===== src/rtl/ysyx_24110006_lsu_pkg.sv =====
// ysyx_24110006_lsu_pkg: FSM states, load funct3 codes, mcause values, AXI response code and a misalignment helper shared by the LSU files.
package ysyx_24110006_lsu_pkg;
   typedef enum logic [2:0] {S_IDLE, S_RD_A, S_RD_D, S_WR, S_WR_B, S_DONE} lsu_state_t;
   localparam logic [2:0] F3_LB  = 3'b000;
   localparam logic [2:0] F3_LH  = 3'b001;
   localparam logic [2:0] F3_LW  = 3'b010;
   localparam logic [2:0] F3_LBU = 3'b100;
   localparam logic [2:0] F3_LHU = 3'b101;
   localparam logic [3:0] MCAUSE_LD_MISALIGN = 4'd4;
   localparam logic [3:0] MCAUSE_LD_FAULT    = 4'd5;
   localparam logic [3:0] MCAUSE_ST_MISALIGN = 4'd6;
   localparam logic [3:0] MCAUSE_ST_FAULT    = 4'd7;
   localparam logic [1:0] RESP_OKAY = 2'b00;
   // Access size comes from funct3 for loads and from the unshifted mask for stores; loads win when both are set.
   function automatic logic misaligned(input logic ren, input logic wen, input logic [2:0] rt, input logic [3:0] wmask, input logic [1:0] lo);
      logic half, word;
      half = ren ? (rt[1:0] == F3_LH[1:0]) : (wmask == 4'b0011);
      word = ren ? (rt[1:0] == F3_LW[1:0]) : (wmask == 4'b1111);
      return (ren || wen) && ((half && lo[0]) || (word && lo != 2'b00));
   endfunction
endpackage


===== src/rtl/ysyx_24110006_lsu_align.sv =====
// ysyx_24110006_lsu_align: store lane shift/strobe generation and load byte extraction with sign/zero extension.
// Ports: lo (address bits [1:0]), st_in/mask_in (unshifted store data/mask), read_t (load funct3), rdata (bus word);
//        st_data/st_strb (lane-shifted store data and strobe), ld_data (extended load result).
module ysyx_24110006_lsu_align
   import ysyx_24110006_lsu_pkg::*;
(
   input  logic [1:0]  lo,
   input  logic [31:0] st_in,
   input  logic [3:0]  mask_in,
   input  logic [2:0]  read_t,
   input  logic [31:0] rdata,
   output logic [31:0] st_data,
   output logic [3:0]  st_strb,
   output logic [31:0] ld_data
);
   logic [31:0] d;
   // Lanes shifted past byte 3 fall off the top and are silently dropped.
   assign st_data = st_in << {lo, 3'b000};
   assign st_strb = mask_in << lo;
   assign d = rdata >> {lo, 3'b000};
   always_comb begin
      ld_data = d;
      case (read_t)
         F3_LB:   ld_data = {{24{d[7]}}, d[7:0]};
         F3_LH:   ld_data = {{16{d[15]}}, d[15:0]};
         F3_LW:   ld_data = d;
         F3_LBU:  ld_data = {24'h0, d[7:0]};
         F3_LHU:  ld_data = {16'h0, d[15:0]};
         default: ld_data = d;
      endcase
   end
endmodule


===== src/rtl/ysyx_24110006_lsu.sv =====
// ysyx_24110006_lsu: load/store unit bridging the EXU request handshake to an AXI4-Lite master and handing results to the WBU.
// Ports: i_clock, i_reset (sync, active-low); EXU side i_valid/o_ready with i_mem_* request, i_result, i_reg_rd, i_reg_wen, i_pc;
//        WBU side o_valid/i_ready with o_result, o_reg_rd, o_reg_wen, o_pc, o_exception, o_mcause;
//        AXI4-Lite master m_ar*, m_r*, m_aw*, m_w*, m_b*.
// Optional: define YSYX_LSU_MISALIGN_CHECK_EN to fault misaligned half/word accesses without touching the bus.
module ysyx_24110006_lsu
   import ysyx_24110006_lsu_pkg::*;
#(
   parameter int ADDR_W = 32,
   parameter int DATA_W = 32
)
(
   input  logic              i_clock,
   input  logic              i_reset,
   input  logic              i_valid,
   output logic              o_ready,
   input  logic              i_mem_ren,
   input  logic              i_mem_wen,
   input  logic [3:0]        i_mem_wmask,
   input  logic [2:0]        i_mem_read_t,
   input  logic [ADDR_W-1:0] i_mem_addr,
   input  logic [DATA_W-1:0] i_mem_wdata,
   input  logic [DATA_W-1:0] i_result,
   input  logic [4:0]        i_reg_rd,
   input  logic              i_reg_wen,
   input  logic [31:0]       i_pc,
   output logic              o_valid,
   input  logic              i_ready,
   output logic [DATA_W-1:0] o_result,
   output logic [4:0]        o_reg_rd,
   output logic              o_reg_wen,
   output logic [31:0]       o_pc,
   output logic              o_exception,
   output logic [3:0]        o_mcause,
   output logic [ADDR_W-1:0] m_araddr,
   output logic              m_arvalid,
   input  logic              m_arready,
   input  logic [DATA_W-1:0] m_rdata,
   input  logic [1:0]        m_rresp,
   input  logic              m_rvalid,
   output logic              m_rready,
   output logic [ADDR_W-1:0] m_awaddr,
   output logic              m_awvalid,
   input  logic              m_awready,
   output logic [DATA_W-1:0] m_wdata,
   output logic [3:0]        m_wstrb,
   output logic              m_wvalid,
   input  logic              m_wready,
   input  logic [1:0]        m_bresp,
   input  logic              m_bvalid,
   output logic              m_bready
);
   lsu_state_t state_q, state_d;
   logic [ADDR_W-1:0] addr_q;
   logic [DATA_W-1:0] wdata_q, result_q, ld_data;
   logic [3:0] wmask_q, mcause_q;
   logic [2:0] rt_q;
   logic [4:0] rd_q;
   logic [31:0] pc_q;
   logic wen_q, exc_q, aw_done_q, w_done_q, accept, mis, aw_hs, w_hs;
`ifdef YSYX_LSU_MISALIGN_CHECK_EN
   assign mis = misaligned(i_mem_ren, i_mem_wen, i_mem_read_t, i_mem_wmask, i_mem_addr[1:0]);
`else
   assign mis = 1'b0;
`endif
   // DONE accepts alongside the WBU handshake so passthrough ops can stream back-to-back.
   assign o_ready = (state_q == S_IDLE) || (state_q == S_DONE && i_ready);
   assign accept = i_valid && o_ready;
   assign o_valid = state_q == S_DONE;
   assign m_arvalid = state_q == S_RD_A;
   assign m_rready = state_q == S_RD_D;
   assign m_awvalid = state_q == S_WR && !aw_done_q;
   assign m_wvalid = state_q == S_WR && !w_done_q;
   assign m_bready = state_q == S_WR_B;
   assign aw_hs = m_awvalid && m_awready;
   assign w_hs = m_wvalid && m_wready;
   assign m_araddr = {addr_q[ADDR_W-1:2], 2'b00};
   assign m_awaddr = m_araddr;
   assign o_result = result_q;
   assign o_reg_rd = rd_q;
   assign o_reg_wen = wen_q && !exc_q;
   assign o_pc = pc_q;
   assign o_exception = exc_q;
   assign o_mcause = mcause_q;
   ysyx_24110006_lsu_align u_align (
      .lo      (addr_q[1:0]),
      .st_in   (wdata_q),
      .mask_in (wmask_q),
      .read_t  (rt_q),
      .rdata   (m_rdata),
      .st_data (m_wdata),
      .st_strb (m_wstrb),
      .ld_data (ld_data)
   );
   always_comb begin
      state_d = state_q;
      case (state_q)
         S_IDLE, S_DONE: state_d = accept ? (mis ? S_DONE : i_mem_ren ? S_RD_A : i_mem_wen ? S_WR : S_DONE)
                                          : (state_q == S_DONE && i_ready) ? S_IDLE : state_q;
         S_RD_A:  state_d = m_arready ? S_RD_D : S_RD_A;
         S_RD_D:  state_d = m_rvalid ? S_DONE : S_RD_D;
         S_WR:    state_d = (aw_done_q || aw_hs) && (w_done_q || w_hs) ? S_WR_B : S_WR;
         S_WR_B:  state_d = m_bvalid ? S_DONE : S_WR_B;
         default: state_d = S_IDLE;
      endcase
   end
   always_ff @(posedge i_clock) begin
      if (!i_reset) begin
         state_q <= S_IDLE;
         exc_q <= 1'b0;
         mcause_q <= 4'h0;
         aw_done_q <= 1'b0;
         w_done_q <= 1'b0;
      end else begin
         state_q <= state_d;
         if (accept) begin
            addr_q <= i_mem_addr;
            wdata_q <= i_mem_wdata;
            wmask_q <= i_mem_wmask;
            rt_q <= i_mem_read_t;
            result_q <= i_result;
            rd_q <= i_reg_rd;
            wen_q <= i_reg_wen;
            pc_q <= i_pc;
            exc_q <= mis;
            mcause_q <= mis ? (i_mem_ren ? MCAUSE_LD_MISALIGN : MCAUSE_ST_MISALIGN) : 4'h0;
            aw_done_q <= 1'b0;
            w_done_q <= 1'b0;
         end
         if (aw_hs) aw_done_q <= 1'b1;
         if (w_hs) w_done_q <= 1'b1;
         if (m_rvalid && m_rready) begin
            result_q <= ld_data;
            exc_q <= m_rresp != RESP_OKAY;
            mcause_q <= (m_rresp != RESP_OKAY) ? MCAUSE_LD_FAULT : 4'h0;
         end
         if (m_bvalid && m_bready) begin
            exc_q <= m_bresp != RESP_OKAY;
            mcause_q <= (m_bresp != RESP_OKAY) ? MCAUSE_ST_FAULT : 4'h0;
         end
      end
   end
endmodule


===== config.mk =====
export PLATFORM = sky130hd
export DESIGN_NAME = ysyx_24110006_lsu
export DESIGN_NICKNAME = d
export VERILOG_FILES = /design/src/rtl/ysyx_24110006_lsu_pkg.sv /design/src/rtl/ysyx_24110006_lsu_align.sv /design/src/rtl/ysyx_24110006_lsu.sv
export SDC_FILE = /design/constraint.sdc
export NUM_CORES = 1
export LEC_CHECK = 0
export ABC_AREA = 1
export CAP_MARGIN = 15
export CORE_ASPECT_RATIO = 0.5
export CORE_MARGIN = 2
export CORE_UTILIZATION = 44
export CTS_BUF_LIST = sky130_fd_sc_hd__clkbuf_8
export CTS_CLUSTER_DIAMETER = 120
export CTS_CLUSTER_SIZE = 10
export DETAILED_ROUTE_END_ITERATION = 7
export PLACE_DENSITY = 0.88
export REMOVE_ABC_BUFFERS = 1
export SYNTH_ARGS = -nofsm -noshare
export SYNTH_HDL_FRONTEND = slang
export SYNTH_SLANG_ARGS = --single-unit
export TNS_END_PERCENT = 50

===== constraint.sdc =====
create_clock -name i_clock -period 9.5 [get_ports i_clock]
set_clock_uncertainty 0.1 [all_clocks]
set_input_delay 1.425 -clock i_clock [delete_from_list [all_inputs] [get_ports i_clock]]
set_output_delay 1.425 -clock i_clock [all_outputs]
set_load 0.01 [all_outputs]

# Word-level counts from Yosys, hierarchy flattened
# Cells that the tools add are included.
# totals
out_inout_bits	182
input_bits	188
reg_bits	151
# classes
reduce_logical	27
eq_ne	9
shifts	3
n_mux	22
# op_table
cell	n
32-bit case mux with 4 select lines	1
32-bit two-way mux	2
32-bit by 5-bit << shifter with 32-bit output	1
32-bit by 5-bit >> shifter with 32-bit output	1
3-bit two-way mux	8
3-bit case mux with 5 select lines	1
3-bit equality test (second input constant)	4
4-bit two-way mux	3
1-bit logical AND	10
2-bit nonzero test	5
3-bit by 1-bit equality test with 1-bit output (second input constant)	2
3-bit by 2-bit equality test with 1-bit output (second input constant)	2
3-bit logical NOT	2
1-bit two-way mux	6
2-bit AND reduction	2
4-bit by 2-bit << shifter with 4-bit output	1
1-bit logical NOT	3
1-bit logical OR	3
3-bit != test (second input constant)	1
3-bit nonzero test	1
2-bit two-way mux	1
2-bit OR reduction	1

# Depth between registers and ports, before layout
# logic_depth
ltp_word	7
ltp_mapped	11
mapped_depth_nobuf	9

# Modules after synthesis
# A second synthesis with hierarchy kept.
# unflattened
hier_cells	600
area_unflattened_um2	7169.4
# by_module_without_submodules
mod	cells_each	seq_area_each_um2	area_per_inst_um2	instances
ysyx_24110006_lsu	321	4374.2	5699.2	1
ysyx_24110006_lsu_align	279	0.0	1470.2	1

# Worst setup path after synthesis
# OpenSTA, ideal clock, no wires.
# synth_timing
kind	in2reg
start	input port i_ready
end	register addr_q[0] (enable)
t_required_ns	8.822
setup_time_ns	0.578
arrival_time_ns	6.345
path_stages	4
path_slack_ns	2.478
path_cell_list	nand4_1 > nand2_2 > nand2_4 > nor2_1
# synth_via
elab_chain_len	4
# synth_lines
item	line_no	source
start, declared	ysyx_24110006_lsu.sv:28	input logic i_ready,
1-bit logical AND	ysyx_24110006_lsu.sv:67	assign o_ready = (state_q == S_IDLE) || (state_q == S_DONE && i_ready);
1-bit logical OR	ysyx_24110006_lsu.sv:67	
named net o_ready	ysyx_24110006_lsu.sv:16	output logic o_ready,
1-bit logical AND	ysyx_24110006_lsu.sv:68	assign accept = i_valid && o_ready;
2-bit AND reduction (no line)	--	
end signal, assigned	ysyx_24110006_lsu.sv:117	addr_q <= i_mem_addr;
end, declared	ysyx_24110006_lsu.sv:54	logic [ADDR_W-1:0] addr_q;
# The timed path passes the listed nets, and every way through them passes these cells.
# A chain may end at the register's enable or synchronous reset.

# Worst setup path after layout
# layout_timing
start	input port i_ready
end	output port o_ready
# layout_via
elab_chain_len	2
# layout_lines
item	line_no
1-bit logical AND	ysyx_24110006_lsu.sv:67
1-bit logical OR	ysyx_24110006_lsu.sv:67
end, declared	ysyx_24110006_lsu.sv:16
# No other way between the ends.

==> impl_metrics.json <==
{
  "clk_pin_slew_ns": 0.08,
  "hold_viol_final": 0,
  "hold_path_end": "o_mcause[1]",
  "hold_class": "flop to flop",
  "r2r_slack_ns": 6.36,
  "slew_violations": 0,
  "cts_buffer_depth": 2,
  "timing.slew.headroom": 0.272,
  "synthXorXnorAreaFrac": 0,
  "cts_buffers": 17,
  "yosysUniqueCellTypes": 34,
  "swShare": 0.287,
  "synth_most_common_cell": "edfxtp_1",
  "synth_top_family_by_area": "simple AND/OR/NAND/NOR gates",
  "dr_total_vias": 5739,
  "drive_above_1_share": 0.0714,
  "overflow": 0,
  "leakagePower_nw": 3.98,
  "hpwlAfterDp_mm": 16.2,
  "status": "completed",
  "yosysWarnings": 0,
  "syn_area_mm2": 0.00699,
  "die_height_um": 93.1,
  "finalSetupViolCount": 0,
  "gp_congestion": 0.985,
  "arrival_ns": 2.79,
  "route.detailed.drc": 0,
  "startpoint_type": "input pin",
  "vias_per_cell": 5.03,
  "yosysTopAreaCell": "edfxtp_1",
  "rsz0062_at_grt": "false",
  "num_rows": 32,
  "routed_wl_mm": 21.5,
  "die-area_mm2": 0.0170,
  "grt_pass1_wl_mm": 31.6,
  "core_mm2": 0.0155,
  "synth_async_sr_flop_share": 0,
  "fin_crit_sh": 0.454,
  "cts.sinks": 148,
  "synth.area.top_cells": "edfxtp_1, buf_4, nand2_1, o21ai_0, a21oi_1",
  "ir_worst_vdd_uv": 92.1,
  "clock_power_share": 0.282,
  "min_from": "o_mcause[1]",
  "fin_nets": 1114,
  "fillers": 1111,
  "synth-compound-area-share": 0.0984,
  "crit_fanout": 4,
  "reg2reg_from": "state_q[2]",
  "fin_tns_setup_ns": 0,
  "diodes": 0,
  "synth-seq-cells": 148,
  "initial_core_util": 0.452,
  "p_comb_frac": 0.242,
  "synth_edf_count": 141,
  "avgSynthCellArea_um2": 11.0,
  "grt_pass1_vias": 5880,
  "clkLatencyLatePin_ns": 0.43,
  "grt_max_degree": 77,
  "critical_path_class": "input pin to primary output",
  "drt_pre_antenna_iters": 5,
  "maxCapViolCount": 0,
  "worst_pin_slew_ns": 1.09,
  "synthAdderAreaFrac": 0,
  "power.internal_mw": 1.22,
  "p_total_mw": 1.71,
  "multi_input_area_mm2": 0.00174,
  "fin_hold_ws_ns": 0.398,
  "ys_seq_area_frac": 0.626,
  "htreeDepth": 4,
  "seq_area_mm2": 0.00437,
  "place_ws_ns": 5.02,
  "power_density_mw_per_mm2": 161,
  "synth_mux_area_frac": 0.0115,
  "synthFlopType": "edfxtp_1",
  "synthSimpleGateAreaFrac": 0.134,
  "die_x_um": 182,
  "worstPathRequired_ns": 7.98,
  "io_buffers": 364,
  "cts.repair.resized": 0,
  "antenna_left": 0,
  "setup_slack_ns": 5.18,
  "grt_usage": 0.248,
  "cts_tree": "built",
  "clockRootBuffer": "clkbuf_8",
  "yosysTopAreaCellShare": 0.605,
  "whs_path_depth": 2,
  "antenna_found_initial": 0,
  "cp-end-kind": "primary output",
  "synthToLayoutAreaGrowth_pct": 51.7,
  "r2r_cells": 5,
  "wl_per_cell_um": 18.8,
  "switching_power_mw": 0.490,
  "first_iter_violations": 339,
  "postSynthCellCount": 633,
  "fmax_mhz": 232,
  "synth_common_cells": "edfxtp_1, nand2_1, buf_4",
  "post-cts-setup-buffers": 0,
  "r2r_end": "o_reg_rd[1]",
  "min_period_ns": 4.32,
  "ctsHoldBuffers": 0,
  "p_seq_frac": 0.477,
  "io_pins": 370
}
## area by class of cell
class                           instances  share of cell area
Sequential cell                       148               0.412
Timing Repair Buffer                  367               0.346
Multi-Input combinational cell        341               0.164
Tap cell                              204              0.0241
Clock buffer                           17              0.0221
Inverter                               51              0.0185
Clock inverter                         14              0.0134
## worst max-delay path, stage by stage
cell and delay (ns):
clkdlybuf4s50_1 0.46, nand4_1 0.17, nand2_2 0.18, clkdlybuf4s50_1 0.55
## sequential cells by signal, summed over array words and instances, names as in the netlist, 2 cells and up
| signal | flops |
|---|---|
| wdata_q | 32 |
| addr_q | 32 |
| o_result | 32 |
| o_reg_rd | 5 |
| wmask_q | 4 |
| o_pc | 32 |
| o_mcause | 2 |
| state_q | 3 |
| rt_q | 3 |
## cell families (layout without fill, tap and decap cells)
| logic type | after synthesis | in the layout |
|---|---|---|
| simple gates | 216 | 216 |
| flops | 148 | 148 |
| mux | 8 | 8 |
| buf+inv | 148 | 449 |
| other cells | 1 | 5 |
| compound gates | 112 | 112 |
## per-layer routing
layer	wire length (um)	vias up	global-route usage
met4	855	0	0.118
met5	0	-	0
met2	11100	248	0.440
met1	8140	2742	0.281
li1	-	2692	-
met3	1390	57	0.0693
## placed cells by master (no fill, tap or decap), drive strengths merged, types with 10 or more instances in the layout
cell,n
nand2,140
o21ai,46
inv,58
nor2,37
a22oi,10
edfxtp,141
nand3,34
a21oi,36
clkdlybuf4s50,364
o22ai,17
clkbuf,17
## worst max-delay path by stage
stage,start,cells after the start,slack [ns],endpoint
finish,i_ready,4,5.18,o_ready
global route,i_ready,4,5.14,o_ready
CTS,i_ready,4,5.19,o_ready
detailed placement,i_ready,6,5.02,wdata_q[11]
global placement,i_ready,6,5.08,addr_q[20]
floorplan,i_ready,4,2.48,addr_q[0]
## per-stage QoR
stage               area, um2  utilization  instances
finish                  10600        0.687       1142
global route            10600        0.687       1142
CTS                     10600        0.687       1142
detailed placement      10200        0.662       1111
global placement        10200        0.662       1111
floorplan                6290            -        540
## power groups by stage
stage / logic [mW] / registers, mW / clock network, mW
3_3_place_gp: 0.401 / 0.825 / 0
2_1_floorplan: 0.126 / 0.862 / 0
6_report: 0.413 / 0.814 / 0.481
3_5_place_dp: 0.412 / 0.829 / 0
4_1_cts: 0.414 / 0.814 / 0.489
5_1_grt: 0.442 / 0.820 / 0.519
Note: power is estimated with default switching activity, not from simulation.
